[src/rtl/lane_unpacker_pkg.sv]
// Shared types for the lane unpacker: FSM state encoding.
package lane_unpacker_pkg;

  typedef enum logic [0:0] {
    IDLE = 1'b0,
    SEND = 1'b1
  } state_t;

endpackage

[src/rtl/lane_unpacker_lane_select.sv]
// One-hot AND-OR lane multiplexer: picks lane i_sel out of a packed wide word.
module lane_select #(
  parameter int WIDTH = 8,
  parameter int LANES = 4
) (
  input  logic [WIDTH*LANES-1:0]   i_data,
  input  logic [$clog2(LANES)-1:0] i_sel,
  output logic [WIDTH-1:0]         o_data
);

  localparam int IDX_W = $clog2(LANES);

  logic [LANES-1:0][WIDTH-1:0] masked_s;

  // Each lane is gated by its own decode of the select index.
  for (genvar k = 0; k < LANES; k++) begin : g_lane
    logic hit_s;
    assign hit_s       = (i_sel == IDX_W'(k));
    assign masked_s[k] = i_data[k*WIDTH +: WIDTH] & {WIDTH{hit_s}};
  end

  // OR-reduce the masked lanes; at most one is non-zero.
  always_comb begin
    o_data = {WIDTH{1'b0}};
    for (int k = 0; k < LANES; k++) begin
      o_data = o_data | masked_s[k];
    end
  end

endmodule

[src/rtl/lane_unpacker.sv]
// Wide-to-narrow unpacker: captures one word of LANES lanes and replays
// lanes 0..last_idx as narrow beats, with zero-bubble word chaining.
module lane_unpacker
  import lane_unpacker_pkg::*;
#(
  parameter int WIDTH = 8,
  parameter int LANES = 4,
  parameter int IDX_W = $clog2(LANES)
) (
  input  logic                   i_clk,
  input  logic                   i_rst_n,
  input  logic                   i_valid,
  output logic                   o_ready,
  input  logic [WIDTH*LANES-1:0] i_data,
  input  logic [IDX_W-1:0]       i_last_idx,
  output logic                   o_valid,
  input  logic                   i_ready,
  output logic [WIDTH-1:0]       o_data,
  output logic [IDX_W-1:0]       o_lane,
  output logic                   o_last
);

  localparam logic [IDX_W-1:0] MAX_IDX = IDX_W'(LANES - 1);

  state_t                 state_r;
  logic [WIDTH*LANES-1:0] hold_r;
  logic [IDX_W-1:0]       cnt_r;
  logic [IDX_W-1:0]       last_r;
  logic [IDX_W-1:0]       last_in_s;
  logic                   last_s;
  logic                   ready_s;
  logic                   accept_s;

  // Indices past the top lane only exist when LANES is not a power of two.
  if ((1 << IDX_W) == LANES) begin : g_no_clamp
    assign last_in_s = i_last_idx;
  end else begin : g_clamp
    assign last_in_s = (i_last_idx > MAX_IDX) ? MAX_IDX : i_last_idx;
  end

  assign last_s   = (state_r == SEND) && (cnt_r == last_r);
  assign accept_s = i_valid && ready_s;

  // Upstream ready: free in IDLE, or in SEND when the final beat is leaving now.
  always_comb begin
    ready_s = 1'b0;
    if (!i_rst_n) begin
      ready_s = 1'b0;
    end else begin
      case (state_r)
        IDLE:    ready_s = 1'b1;
        SEND:    ready_s = last_s && i_ready;
        default: ready_s = 1'b0;
      endcase
    end
  end

  // FSM with hold register, lane counter and last-lane index.
  always_ff @(posedge i_clk or negedge i_rst_n) begin
    if (!i_rst_n) begin
      state_r <= IDLE;
      hold_r  <= {(WIDTH*LANES){1'b0}};
      cnt_r   <= {IDX_W{1'b0}};
      last_r  <= {IDX_W{1'b0}};
    end else begin
      case (state_r)
        IDLE: begin
          if (accept_s) begin
            hold_r  <= i_data;
            last_r  <= last_in_s;
            cnt_r   <= {IDX_W{1'b0}};
            state_r <= SEND;
          end
        end
        SEND: begin
          if (i_ready) begin
            if (!last_s) begin
              cnt_r <= cnt_r + IDX_W'(1);
            end else if (accept_s) begin
              hold_r <= i_data;
              last_r <= last_in_s;
              cnt_r  <= {IDX_W{1'b0}};
            end else begin
              state_r <= IDLE;
            end
          end
        end
        default: state_r <= IDLE;
      endcase
    end
  end

  lane_select #(
    .WIDTH (WIDTH),
    .LANES (LANES)
  ) u_lane_select (
    .i_data (hold_r),
    .i_sel  (cnt_r),
    .o_data (o_data)
  );

  assign o_ready = ready_s;
  assign o_valid = (state_r == SEND);
  assign o_lane  = cnt_r;
  assign o_last  = last_s;

endmodule

[config.mk]
export PLATFORM = sky130hd
export DESIGN_NAME = lane_unpacker
export DESIGN_NICKNAME = d
export VERILOG_FILES = /design/src/rtl/lane_unpacker_pkg.sv /design/src/rtl/lane_unpacker_lane_select.sv /design/src/rtl/lane_unpacker.sv
export SDC_FILE = /design/constraint.sdc
export NUM_CORES = 1
export LEC_CHECK = 0
export CAP_MARGIN = 10
export CORE_MARGIN = 3
export CORE_UTILIZATION = 51
export CTS_CLUSTER_SIZE = 28
export DETAILED_ROUTE_END_ITERATION = 10
export HOLD_SLACK_MARGIN = 0.1
export PLACE_DENSITY = 0.83
export SETUP_SLACK_MARGIN = 0.5
export SYNTH_ARGS = -nofsm -noshare
export SYNTH_HDL_FRONTEND = slang
export SYNTH_HIERARCHICAL = 1
export SYNTH_SLANG_ARGS = --single-unit
[constraint.sdc]
create_clock -name i_clk -period 3.9 [get_ports i_clk]
set_clock_uncertainty 0.2 [all_clocks]
set_input_delay 0.39 -clock i_clk [delete_from_list [all_inputs] [get_ports i_clk]]
set_output_delay 0.39 -clock i_clk [all_outputs]
set_load 0.02 [all_outputs]
### Word-level counts from Yosys, hierarchy flattened

Cells that the tools add are included.

* input bits: 38
* bits in registers: 37

* reductions and logical operators: 5
* multiplexer cells: 18
* bitwise logic cells: 8
* $add $sub $neg: 1
* eq/ne operators: 6

Operator list (number)
* 2-to-1 mux 32 bit: 3
* case mux 32 bit (2 select lines): 1
* bitwise AND 8 bit: 4
* OR 8 bit: 3
* 2-to-1 mux 2 bit: 6
* case mux 2 bit (2 select lines): 2
* equality test 2 bit (second input constant): 2
* 2-to-1 mux 1 bit: 4
* case mux 1 bit (2 select lines): 2
* logical AND 1 bit: 3
* adder 2 x 1 -> 2 bit (second input constant): 1
* equality test 2 x 1 -> 1 bit (second input constant): 1
* equality test 2 bit: 1
* logical NOT 2 bit: 1
* != test 2 x 1 -> 1 bit (second input constant): 1
* != test 2 bit (second input constant): 1
* AND reduction 2 bit: 1
* inverter 1 bit: 1

### Logic depth before layout (Yosys ltp)

* depth in word-level cells: 10
* mapped depth: 5
* mapped depth without buffers: 4

### By module

The synthesis kept the hierarchy.

By module, submodules not included
* lane_unpacker: times used 1, cells each 98, seq. area each 925.9 µm², area each 1641.6 µm²
* lane_select: times used 1, cells each 10, seq. area each 0.0 µm², area each 202.7 µm²

### Worst setup path after synthesis

No wires, ideal clock.

* path type: register -> register
* from: reg cnt_r[0] (netlist: o_lane[0])
* to: reg hold_r[0]
* cell stages (with the launch flop): 6
* arrival: 1.740 ns
* path slack: 1.835 ns
* cells stage by stage: dfrtp_1 xnor2_1 nand3_2 a21oi_4 buf_12 mux2_4

* longest elaborated chain between the ends: 10
* elaborated cells between the ends (all ways): 12
* classes of those cells: 2 x eq/ne; 6 x mux; 4 x reduce/logical

RTL lines
* start: declaration: line lane_unpacker.sv:27 `logic [IDX_W-1:0] cnt_r;`
* start signal: assignment: line lane_unpacker.sv:63 `cnt_r <= {IDX_W{1'b0}};`
* start signal: assignment: line lane_unpacker.sv:71 `cnt_r <= {IDX_W{1'b0}};`
* start signal: assignment: line lane_unpacker.sv:78 `cnt_r <= cnt_r + IDX_W'(1);`
* equality test 2 bit *: line lane_unpacker.sv:41 `assign last_s = (state_r == SEND) && (cnt_r == last_r);`
* logical AND 1 bit *: line lane_unpacker.sv:41
* logical AND 1 bit: line lane_unpacker.sv:52 `SEND: ready_s = last_s && i_ready;`
* case mux 1 bit (2 select lines): line lane_unpacker.sv:50 `case (state_r)`
* 2-to-1 mux 1 bit: line lane_unpacker.sv:47 `if (!i_rst_n) begin`
* logical AND 1 bit: line lane_unpacker.sv:42 `assign accept_s = i_valid && ready_s;`
* 2-to-1 mux 32 bit (3 in a row)
* case mux 32 bit (2 select lines)
* end signal: assignment: line lane_unpacker.sv:62 `hold_r <= {(WIDTH*LANES){1'b0}};`
* end signal: assignment: line lane_unpacker.sv:69 `hold_r <= i_data;`
* end signal: assignment: line lane_unpacker.sv:80 `hold_r <= i_data;`
* end: declaration: line lane_unpacker.sv:26 `logic [WIDTH*LANES-1:0] hold_r;`

Every way passes the cells marked *; elsewhere a longest branch is shown, timed or not. The select of a mux whose other input is x is not followed.
A chain may end at the register's enable or synchronous reset.

### Worst setup path in the final report

* from: reg cnt_r[0] (netlist: o_lane[0])
* to: out o_ready

* longest elaborated chain between the ends: 5

RTL lines
* equality test 2 bit: line lane_unpacker.sv:41
* logical AND 1 bit: line lane_unpacker.sv:41
* logical AND 1 bit: line lane_unpacker.sv:52
* case mux 1 bit (2 select lines): line lane_unpacker.sv:50
* 2-to-1 mux 1 bit: line lane_unpacker.sv:47
* end: declaration: line lane_unpacker.sv:13 `output logic o_ready,`

Every way passes these cells.

==> reports/qor.yml <==
outcome: "complete, no violations"
fp.dieH_um: 66.1
min_path_type: "reg -> reg"
reg2reg_depth: 5
holdPathEnd: "hold_r[19]"
synth_flop_cell: "dfrtp_1"
path_class: "reg -> out"
grt_pass1_vias: 1201
clk_latency_ns: 0.33
viasPerCell: 5.16
syn-instance-count: 108
ios: 51
num_antenna_cells: 0
clk_pin_slew_worst_paths_ns: 0.11
yosys_register_bits: 37
seq_area_frac_synth: 0.502
cts.sinks: 37
seq_area_um2: 926
drt-initial-drc-count: 56
path_max_fanout: 15
final_layout_size_suffix_gt1_frac: 0.360
r2r_end: "hold_r[13]"
maxSlewViolCount: 0
r2r-start: "o_lane[0]"
dieArea_um2: 4370
ff2ff_setup_slack_ns: 1.01
synth_edf_count: 0
die_w_um: 66.1
cp_data_required_time_ns: 3.31
fill_cells: 238
tightest_slew_ns: 0.749
ctsRootBufferMaster: "clkbuf_4"
numCtsBuffers: 5
htreeDepth: 2
end_kind: "output pin"
synth_most_common_cell: "dfrtp_1"
layout_min_cycle_time_ns: 3.03
fin_cells: 210
post_drt_wl_per_cell_um: 17.0
rsz0062_at_grt: "no"
hp-start: "hold_r[19]"
antenna_found_initial: 0
synth_top_family_by_area: "multiplexers"
overflow: 0
synth_area_leaders: "dfrtp_1 50%, mux2_4 24%, mux4_2 9.8%, buf_12 3.3%, mux2_2 2.4%"
drcViolationCount: 0
portBuffers: 50
min_delay_path_depth: 1
fmax_mhz: 330
grt_use_total: 0.180
rows: 21
synth_compound_area_frac: 0.0299
grt_first_pass_wirelength_um: 5750
drv_cap: 0
async_flop_share: 1.00
yosys.area_share.simple: 0.0414
cts_buffer_depth: 2
initial_core_util: 0.540
finalCritPeriodShare: 0.777
final_antenna_net_count: 0
synthAdderAreaFrac: 0
synth.distinct_cells: 23
synthesis.nets: 146
dp.cells: 201
postRouteWirelength_um: 3570
layout.nets: 201
grt_max_degree: 39
ys_warn_count: 6
postCtsSetupRepairBufs: 0
netlist_area_um2: 1840
yosys.area_share.xor_xnor: 0.0136
setup_tns_ns: 0
power_density_nw_per_um2: 838
avgSynthCellArea_um2: 17.1
synth_area_leader_cell: "dfrtp_1"
synth_common_cells: "37 x dfrtp_1, 30 x mux2_4, 8 x mux4_2, 6 x nand2_1, 4 x mux2_2"
timing.slew.headroom: 0.499
setup_violations: 0
finalHoldViolCount: 0
cp.arrival_ns: 2.44
dp_hpwl_um: 2630
cts_tree: "yes"
multiInputGateArea_um2: 832
p_leak_nw: 1.03
ir_drop_uv: 417
muxShareOfSynthArea: 0.366
start_kind: "flop"
gp_congestion: 0.753
coreArea_um2: 3420
area_delta_synth_final_pct: 30.9
num_vias: 1084
drtPass1Iterations: 4
yosysTopAreaCellShare: 0.502
[worst max path at each step]
stage                       to  cells past startpoint  slack [ns]  startpoint
detailed placement  hold_r[13]                      5         1.0   o_lane[0]
global placement     hold_r[6]                      5        1.11   o_lane[0]
finish                 o_ready                      5        0.87   o_lane[0]
CTS                    o_ready                      5        0.82   o_lane[0]
floorplan            hold_r[0]                      5        1.83   o_lane[0]
global route           o_ready                      5        0.63   o_lane[0]
[metrics by stage]
| step | util | power, W | hold slack (ns) | instance area, um2 | setup slack [ns] |
|---|---|---|---|---|---|
| after floorplan | - | 0.00148 | -0.106 | 1840 | 1.83 |
| after global placement | 0.683 | 0.00176 | 0.290 | 2330 | 1.11 |
| after detailed placement | 0.683 | 0.00181 | 0.289 | 2330 | 1.00 |
| after CTS | 0.707 | 0.00204 | 0.319 | 2410 | 0.820 |
| after global routing | 0.707 | 0.00214 | 0.333 | 2410 | 0.633 |
| final | 0.707 | 0.00202 | 0.316 | 2410 | 0.870 |
[critical path, cell delays in order, from the launching register on]
cell             delay [ns]
dfrtp_1                0.65
xnor2_1                0.44
nand3_2                0.16
nand2_1                0.12
and2_1                 0.13
clkdlybuf4s50_1        0.60
[kinds of logic (layout without fill, tap and decap cells)]
group,count (synthesis),after routing
multiplexers,42,42
XOR/XNOR,2,2
AO/OA/AOI/OAI,7,7
AND/OR/NAND/NOR,14,14
flip-flops,37,37
buffers and inverters,6,62
[report_power, final]
part / switching, W / internal, W
combinational: 0.000378 / 0.000663
sequential: 0.000179 / 0.000578
clock: 0.000120 / 0.000105
[repair_timing]
action                                  in CTS  in global routing
hold buffers                                 1                  0
hold endpoints to repair                    37                  0
resized for setup                            0                  0
endpoints found under the setup margin       0                  0
[area by class of cell]
type,count,share of cell area
tap,46,0.0238
sequential,37,0.384
timing repair buffer,54,0.219
multi-input combinational,65,0.345
clock buffer,7,0.0270
clock inverter,1,0.00207
[per-layer routing]
layer | GRT usage | vias to the layer above | wire, um
li1 | - | 505 | -
met4 | 0.0711 | 0 | 63
met1 | 0.218 | 540 | 1530
met3 | 0.0561 | 9 | 175
met2 | 0.296 | 30 | 1810
met5 | 0 | - | 0
[cells in the final DEF (no fill, tap or decap), types with 2 or more instances in the layout]
| cell | count |
|---|---|
| buf_4 | 3 |
| clkbuf_4 | 5 |
| clkbuf_8 | 2 |
| clkdlybuf4s50_1 | 49 |
| dfrtp_1 | 37 |
| mux2_2 | 4 |
| mux2_4 | 30 |
| mux4_2 | 8 |
| nand2_1 | 6 |
| nor2_1 | 2 |
| o21ai_0 | 2 |
[sequential cells by signal, summed over array words and instances (netlist names)]
register / count
hold_r: 32
last_r: 2
o_lane: 2
o_valid: 1
Power figures use the tool's default switching activity.
